**config.mk**
```make
export PLATFORM = sky130hd
export DESIGN_NAME = nanosoc_busmatrix_default_slave_log
export DESIGN_NICKNAME = d
export VERILOG_FILES = /design/src/rtl/nanosoc_busmatrix_default_slave_log.sv
export SDC_FILE = /design/constraint.sdc
export NUM_CORES = 1
export LEC_CHECK = 0
export ABC_AREA = 0
export BUFFER_PORTS_ARGS = -buffer_cell sky130_fd_sc_hd__buf_2
export CORE_MARGIN = 5
export CORE_UTILIZATION = 29
export CTS_CLUSTER_DIAMETER = 50
export DETAILED_ROUTE_END_ITERATION = 6
export PLACE_DENSITY_LB_ADDON = 0.3
export SETUP_SLACK_MARGIN = 0.05
export SYNTH_ARGS = -nofsm -noshare
export SYNTH_HDL_FRONTEND = slang
export SYNTH_SLANG_ARGS = --single-unit
export TNS_END_PERCENT = 1
```
**constraint.sdc**
```tcl
create_clock -name HCLK -period 1.9 [get_ports HCLK]
set_input_delay 0.57 -clock HCLK [delete_from_list [all_inputs] [get_ports HCLK]]
set_output_delay 0.57 -clock HCLK [all_outputs]
set_load 0.05 [all_outputs]
```
**src/rtl/nanosoc_busmatrix_default_slave_log.sv**
```systemverilog
// rtl/nanosoc_busmatrix_default_slave_log.sv - bus matrix default slave with unmapped-access log
//
// Purpose: answers transfers that hit no real slave with WAIT_STATES wait
// cycles followed by either a two-cycle ERROR (RESP_MODE=0) or a single
// OKAY cycle with read-as-zero (RESP_MODE=1). The first unmapped access is
// captured, later ones only set an overflow flag, and every access bumps a
// saturating counter. IRQ is a level signal to system control.
//
// Ports:
//   HCLK, HRESETn         clock, asynchronous active-low reset
//   HSEL, HTRANS, HREADY  address-phase qualifiers from the decoder/bus
//   HADDR, HWRITE, HSIZE  address-phase attributes (logged)
//   HMASTER               master ID (logged)
//   HREADYOUT, HRESP      registered response, HRDATA tied to zero
//   LOG_CLR, IRQ_EN       log clear pulse, interrupt enable
//   LOG_*                 captured access, sticky flags, saturating count
//   IRQ                   LOG_VALID & IRQ_EN
module nanosoc_busmatrix_default_slave_log #(
  parameter int ADDR_WIDTH   = 32,
  parameter int MASTER_WIDTH = 4,
  parameter int WAIT_STATES  = 0,
  parameter int RESP_MODE    = 0,
  parameter int CNT_WIDTH    = 8
) (
  input  logic                    HCLK,
  input  logic                    HRESETn,
  input  logic                    HSEL,
  input  logic [1:0]              HTRANS,
  input  logic                    HREADY,
  input  logic [ADDR_WIDTH-1:0]   HADDR,
  input  logic                    HWRITE,
  input  logic [2:0]              HSIZE,
  input  logic [MASTER_WIDTH-1:0] HMASTER,
  output logic                    HREADYOUT,
  output logic                    HRESP,
  output logic [31:0]             HRDATA,
  input  logic                    LOG_CLR,
  input  logic                    IRQ_EN,
  output logic                    LOG_VALID,
  output logic                    LOG_OVF,
  output logic [ADDR_WIDTH-1:0]   LOG_ADDR,
  output logic                    LOG_WRITE,
  output logic [2:0]              LOG_SIZE,
  output logic [MASTER_WIDTH-1:0] LOG_MASTER,
  output logic [CNT_WIDTH-1:0]    LOG_CNT,
  output logic                    IRQ
);

  typedef enum logic [2:0] {
    S_IDLE,
    S_WAIT,
    S_ERR1,
    S_ERR2,
    S_DONE
  } state_t;

  localparam logic [3:0] WAIT_LOAD = (WAIT_STATES > 0) ? 4'(WAIT_STATES - 1) : 4'd0;

  state_t     state_q;
  state_t     state_d;
  state_t     resp_state;
  logic [3:0] wcnt_q;
  logic [3:0] wcnt_d;
  logic       hreadyout_d;
  logic       hresp_d;
  logic       can_accept;
  logic       accept;

  // WAIT and ERR1 hold HREADY low on the bus, so address phases presented
  // there are not real; only the ready states may take a new transfer.
  assign can_accept = (state_q == S_IDLE) || (state_q == S_ERR2) || (state_q == S_DONE);
  assign accept     = HSEL & HREADY & HTRANS[1] & can_accept;
  assign resp_state = (RESP_MODE == 0) ? S_ERR1 : S_DONE;

  always_comb begin
    state_d = state_q;
    wcnt_d  = wcnt_q;
    case (state_q)
      S_WAIT: begin
        if (wcnt_q == 4'd0) begin
          state_d = resp_state;
        end else begin
          wcnt_d = wcnt_q - 4'd1;
        end
      end
      S_ERR1: state_d = S_ERR2;
      default: begin
        if (accept) begin
          if (WAIT_STATES > 0) begin
            state_d = S_WAIT;
            wcnt_d  = WAIT_LOAD;
          end else begin
            state_d = resp_state;
          end
        end else begin
          state_d = S_IDLE;
        end
      end
    endcase
    // Response outputs are decoded from the next state and registered so
    // they leave the flops cleanly together with the state.
    hreadyout_d = !((state_d == S_WAIT) || (state_d == S_ERR1));
    hresp_d     = (state_d == S_ERR1) || (state_d == S_ERR2);
  end

  always_ff @(posedge HCLK or negedge HRESETn) begin
    if (!HRESETn) begin
      state_q   <= S_IDLE;
      wcnt_q    <= 4'd0;
      HREADYOUT <= 1'b1;
      HRESP     <= 1'b0;
    end else begin
      state_q   <= state_d;
      wcnt_q    <= wcnt_d;
      HREADYOUT <= hreadyout_d;
      HRESP     <= hresp_d;
    end
  end

  assign HRDATA = 32'd0;

  // Clear is applied first; a simultaneous accept then records into the
  // freshly cleared log (later non-blocking assignments take precedence).
  always_ff @(posedge HCLK or negedge HRESETn) begin
    if (!HRESETn) begin
      LOG_VALID  <= 1'b0;
      LOG_OVF    <= 1'b0;
      LOG_ADDR   <= '0;
      LOG_WRITE  <= 1'b0;
      LOG_SIZE   <= 3'd0;
      LOG_MASTER <= '0;
      LOG_CNT    <= '0;
    end else begin
      if (LOG_CLR) begin
        LOG_VALID <= 1'b0;
        LOG_OVF   <= 1'b0;
        LOG_CNT   <= '0;
      end
      if (accept) begin
        if (LOG_CLR || !LOG_VALID) begin
          LOG_VALID  <= 1'b1;
          LOG_ADDR   <= HADDR;
          LOG_WRITE  <= HWRITE;
          LOG_SIZE   <= HSIZE;
          LOG_MASTER <= HMASTER;
        end else begin
          LOG_OVF <= 1'b1;
        end
        if (LOG_CLR) begin
          LOG_CNT <= CNT_WIDTH'(1);
        end else if (LOG_CNT != {CNT_WIDTH{1'b1}}) begin
          LOG_CNT <= LOG_CNT + CNT_WIDTH'(1);
        end
      end
    end
  end

  assign IRQ = LOG_VALID & IRQ_EN;

endmodule

```
Word level (Yosys, flattened, before mapping)
Cells that the tools add are included.
Operators by class
  mux-type cells: 13
  add/sub/neg operators: 2
  bitwise gates (word level): 5
  eq/ne operators: 8
  reductions and logical operators: 11
Operator list (number)
  $mux 8: 4
  $eq 3x2->1 const B: 4
  $add 8x1->8 const B: 1
  $ne 8x8->1 const B: 1
  $eq 3x1->1 const B: 2
  $mux 1: 6
  $pmux 3 s2: 1
  $logic_or 1x1->1: 5
  $and 1x1->1: 4
  $logic_not 4->1: 1
  $reduce_and 2->1: 2
  $sub 4x1->4 const B: 1
  $eq 3x3->1 const B: 1
  $logic_not 3->1: 1
  $mux 3: 1
  $logic_not 1->1: 2
  $mux 2: 1
  $not 1->1: 1
Storage, ports and cells
  bits in registers: 59
  output and inout bits: 85

Longest topological paths before layout
  depth in word-level cells: 9
  mapped depth: 6
  mapped depth without buffers: 6

Worst setup path before layout
OpenSTA, ideal clock, no wires.
  kind: flip-flop to flip-flop
  start point: reg LOG_CNT[0]
  end point: reg LOG_CNT[3]
  path slack: 0.063 ns
  period minus slack after synthesis: 1.837 ns
  path buffers: 0
  data required time: 1.822 ns
  setup time: 0.078 ns
  cell stages (with the launch flop): 6
  data arrival time: 1.759 ns
  cells stage by stage: dfrtp_1 > ha_1 > nand3_1 > nor2_1 > or4_1 > a21oi_1
On the way
  word-level cells in the longest chain between the ends: 4
  elaborated cells on any way between the ends: 5
  classes of those cells: 1 x add/sub; 1 x eq/ne; 3 x mux
Ends and longest elaborated chain
  start, declared: line 45  | output logic [CNT_WIDTH-1:0] LOG_CNT,
  start signal, assigned: line 152  | LOG_CNT <= LOG_CNT + CNT_WIDTH'(1);
  $add 8x1->8 or $ne 8x8->1 (tied branches): line 152, 151
  $mux 8 (*): line 151  | end else if (LOG_CNT != {CNT_WIDTH{1'b1}}) begin
  $mux 8 (*): line 149  | if (LOG_CLR) begin
  $mux 8 (*): line 139  | if (accept) begin
Every way passes the cells marked *; elsewhere a longest branch is shown, timed or not.
A chain may end at the register's enable or synchronous reset.

Final worst setup path
  start point: reg state_q[0]
  end point: reg LOG_ADDR[27]
On the way
  word-level cells in the longest chain between the ends: 5
  elaborated cells on any way between the ends: 7
  classes of those cells: 2 x eq/ne; 1 x bitwise; 4 x reduce/logical
Ends and longest elaborated chain
  start, declared: line 59  | state_t state_q;
  start signal, assigned: line 113  | state_q <= state_d;
  $eq 3x2->1 or $logic_not 3->1 (tied branches): line 71  | assign can_accept = (state_q == S_IDLE) || (state_q == S_ERR2) || (state_q == S_DONE);
  $logic_or 1x1->1: line 71
  $logic_or 1x1->1 (*): line 71
  $and 1x1->1 (*): line 72  | assign accept = HSEL & HREADY & HTRANS[1] & can_accept;
  $reduce_and 2->1 (no source line) (*)
  end signal, assigned: line 128  | LOG_ADDR <= '0;
  end signal, assigned: line 142  | LOG_ADDR <= HADDR;
  end, declared: line 41  | output logic [ADDR_WIDTH-1:0] LOG_ADDR,
Marked as above.

==> metrics <==
worst hold path class input pin to asynchronous set/reset pin; Yosys top cell area share 53.8%; Avg WL per Cell 12.7 um; total power 5.34 mW; EDFF count, synth 0; worst path bufs/invs 1; cell with the most instances after synthesis dfrtp_1; Setup crit end kind flip-flop; Max clock buf depth 2; final global-route overflow total 0; Final setup viols 0; CTS tree yes; Starting Density 29.5%; Post-Route WL 5610 um; RSZ-0062 raised after global routing false; via count 1,883; crit start category flip-flop; GRT Total Usage 10.0%; # nets final 375; Clock transition at path regs 0.07 ns; diode count 0; gpl congestion 0.793; Finished Core Util 37.9%; DR iter-0 viols 40; Die Wd 106 um; Avg Synthesized Cell Area 12.5 sq um; Most used DFF post-synth dfrtp_1; CP delay by family, top compound AO/OA/AOI/OAI gates; Final Hold Fails 0; I/O pins 133; die height 106 um; Async SR Flop Fraction 100%; crit path kind flip-flop to flip-flop; die area 0.0113 sq mm; max-slew violation count 0; clk root buf clkbuf_8; pwr dens 1540 mW/mm^2; number of global-route vias before repair 1,799; Reg2Reg Depth 5; Fillers 916; layout cell share with drive strength beyond 1 39.1%; top cells by area, synth dfrtp_1 (54%), mux2_1 (17%), buf_4 (8.9%), buf_6 (1.7%), nor2_1 (1.7%); core area 0.00915 sq mm; worst r2r dst LOG_ADDR[27]; initial antenna violation count 0; post-synth top area cell dfrtp_1; fin crit share 91.2%; fmax 577 MHz; Worst Clk Skew 0.00770 ns; slowest CP cell dfrtp_1; status finished, final reports clean; synth unique cells 41; Leakage 1.69 nW; synth warn 0; synthesis-stage register bit count 59; synthesized cell area 0.00270 sq mm; H-tree level count 3; first drt pass iteration count 4; reg-to-reg slack, setup 0.17 ns; Max rail drop VDD 0.486 mV; Area Overhead vs Synth 28.7%; Syn Inst Count 216; critical-path maximum fanout 23; number of port buffers 99; global-route wire length before repair 8850 um; Seq/Total Area, Yosys 54.8%; Std-Cell Rows 35; clk_lat worst skew 0.34 ns; crit path DAT 1.96 ns; Tmin final 1.73 ns; worst endpoint required time 2.12 ns; max-cap violations 0; CP max stage delay 0.44 ns; dpl hpwl 4130 um; Antenna Violating Nets Remaining 0; DR vias/cell 4.27; total CTS buffers 9; synth cell count leaders dfrtp_1 (58), mux2_1 (40), buf_4 (32); Residual DRC 0; setup bufs post-CTS 0; clk sinks 59; worst reg2reg startpoint state_q[0]; largest net degree at the start of global routing 60; crit path cell chain nor2b_1, a211oi_2, o21a_2, buf_12, mux2_1
## per-layer routing
layer  vias up  track usage [%]  share of wire [%]
met5         -                0                  0
met4         0             5.21                2.1
met3        10             4.13                9.3
met2        73             15.7                 49
met1       902             11.7                 39
li1        898                -                  -
## worst register-to-register path, cell delays in order, from the launching register on
cell and delay, ns:
dfrtp_1 0.44, nor2b_1 0.17, a211oi_2 0.22, o21a_2 0.24
buf_12 0.19, mux2_1 0.36
## registers in the layout (all words and copies together), names as in the netlist
name	flops
HREADYOUT	1
HRESP	1
LOG_ADDR	32
LOG_CNT	8
LOG_MASTER	4
LOG_OVF	1
LOG_SIZE	3
LOG_VALID	1
LOG_WRITE	1
state_q	3
wcnt_q	4
## placed cells by master, fill, tap and decap left out, types with 5 or more instances in the layout
master	count
a21oi_1	5
buf_2	99
clkbuf_8	9
conb_1	33
dfrtp_1	58
inv_1	5
mux2_1	40
nand2_1	8
nor2_1	12
nor3_1	6
## worst max path at each step
| stage | from | end | cells past startpoint |
|---|---|---|---|
| 2_1_floorplan | LOG_CNT[0] | LOG_CNT[3] | 5 |
| 3_3_place_gp | HTRANS[1] | LOG_ADDR[3] | 6 |
| 3_5_place_dp | HTRANS[1] | LOG_ADDR[27] | 6 |
| 4_1_cts | state_q[0] | LOG_ADDR[27] | 5 |
| 5_1_grt | LOG_CNT[0] | LOG_CNT[3] | 5 |
| 6_report | state_q[0] | LOG_ADDR[27] | 5 |
## cell type report
cell class	count	area, sq um	share of cell area, %
clock buffer	9	124	3.57
clock inverter	7	101	2.92
inverter	5	18.8	0.541
multi-input combinational	144	1020	29.5
sequential	59	1480	42.6
tap	111	139	4.00
timing repair buffer	106	586	16.9
## logic make-up (layout without fill, tap and decap cells)
kind of cell	count (synthesis)	count (layout)	share of synthesized area (%)
XOR/XNOR	3	3	0.974
adder cells (fa/ha/maj)	2	2	0.927
other	1	33	0.139
flip-flops	59	59	54.8
AO/OA/AOI/OAI	20	20	5.15
buffers and inverters	45	127	11.9
multiplexers	42	42	17.5
AND/OR/NAND/NOR	44	44	8.63
## report_power, final
part | switching (mW) | leakage (nW) | total [mW] | internal [mW]
clock | 0.535 | 0.106 | 1.28 | 0.746
combinational | 1.77 | 0.859 | 2.28 | 0.509
sequential | 0.158 | 0.730 | 1.78 | 1.62
total | 2.47 | 1.69 | 5.34 | 2.88
## through the flow
| stage | hold slack, ns | instance area [sq um] | setup TNS (ns) | setup WS, ns | instances |
|---|---|---|---|---|---|
| after floorplan | 0.274 | 2820 | 0 | 0.0631 | 248 |
| after global placement | 0.462 | 3240 | -0.937 | -0.0395 | 425 |
| after detailed placement | 0.469 | 3240 | -0.875 | -0.0433 | 425 |
| after CTS | 0.214 | 3470 | 0 | 0.0869 | 441 |
| after global routing | 0.227 | 3470 | 0 | 0.0780 | 441 |
| final | 0.214 | 3470 | 0 | 0.167 | 441 |
## timing repair
item | CTS | global route
resized for setup | 0 | 1
hold buffers | 0 | 0
setup endpoints to repair | 0 | 40
Note: power is estimated with default switching activity, not from simulation.
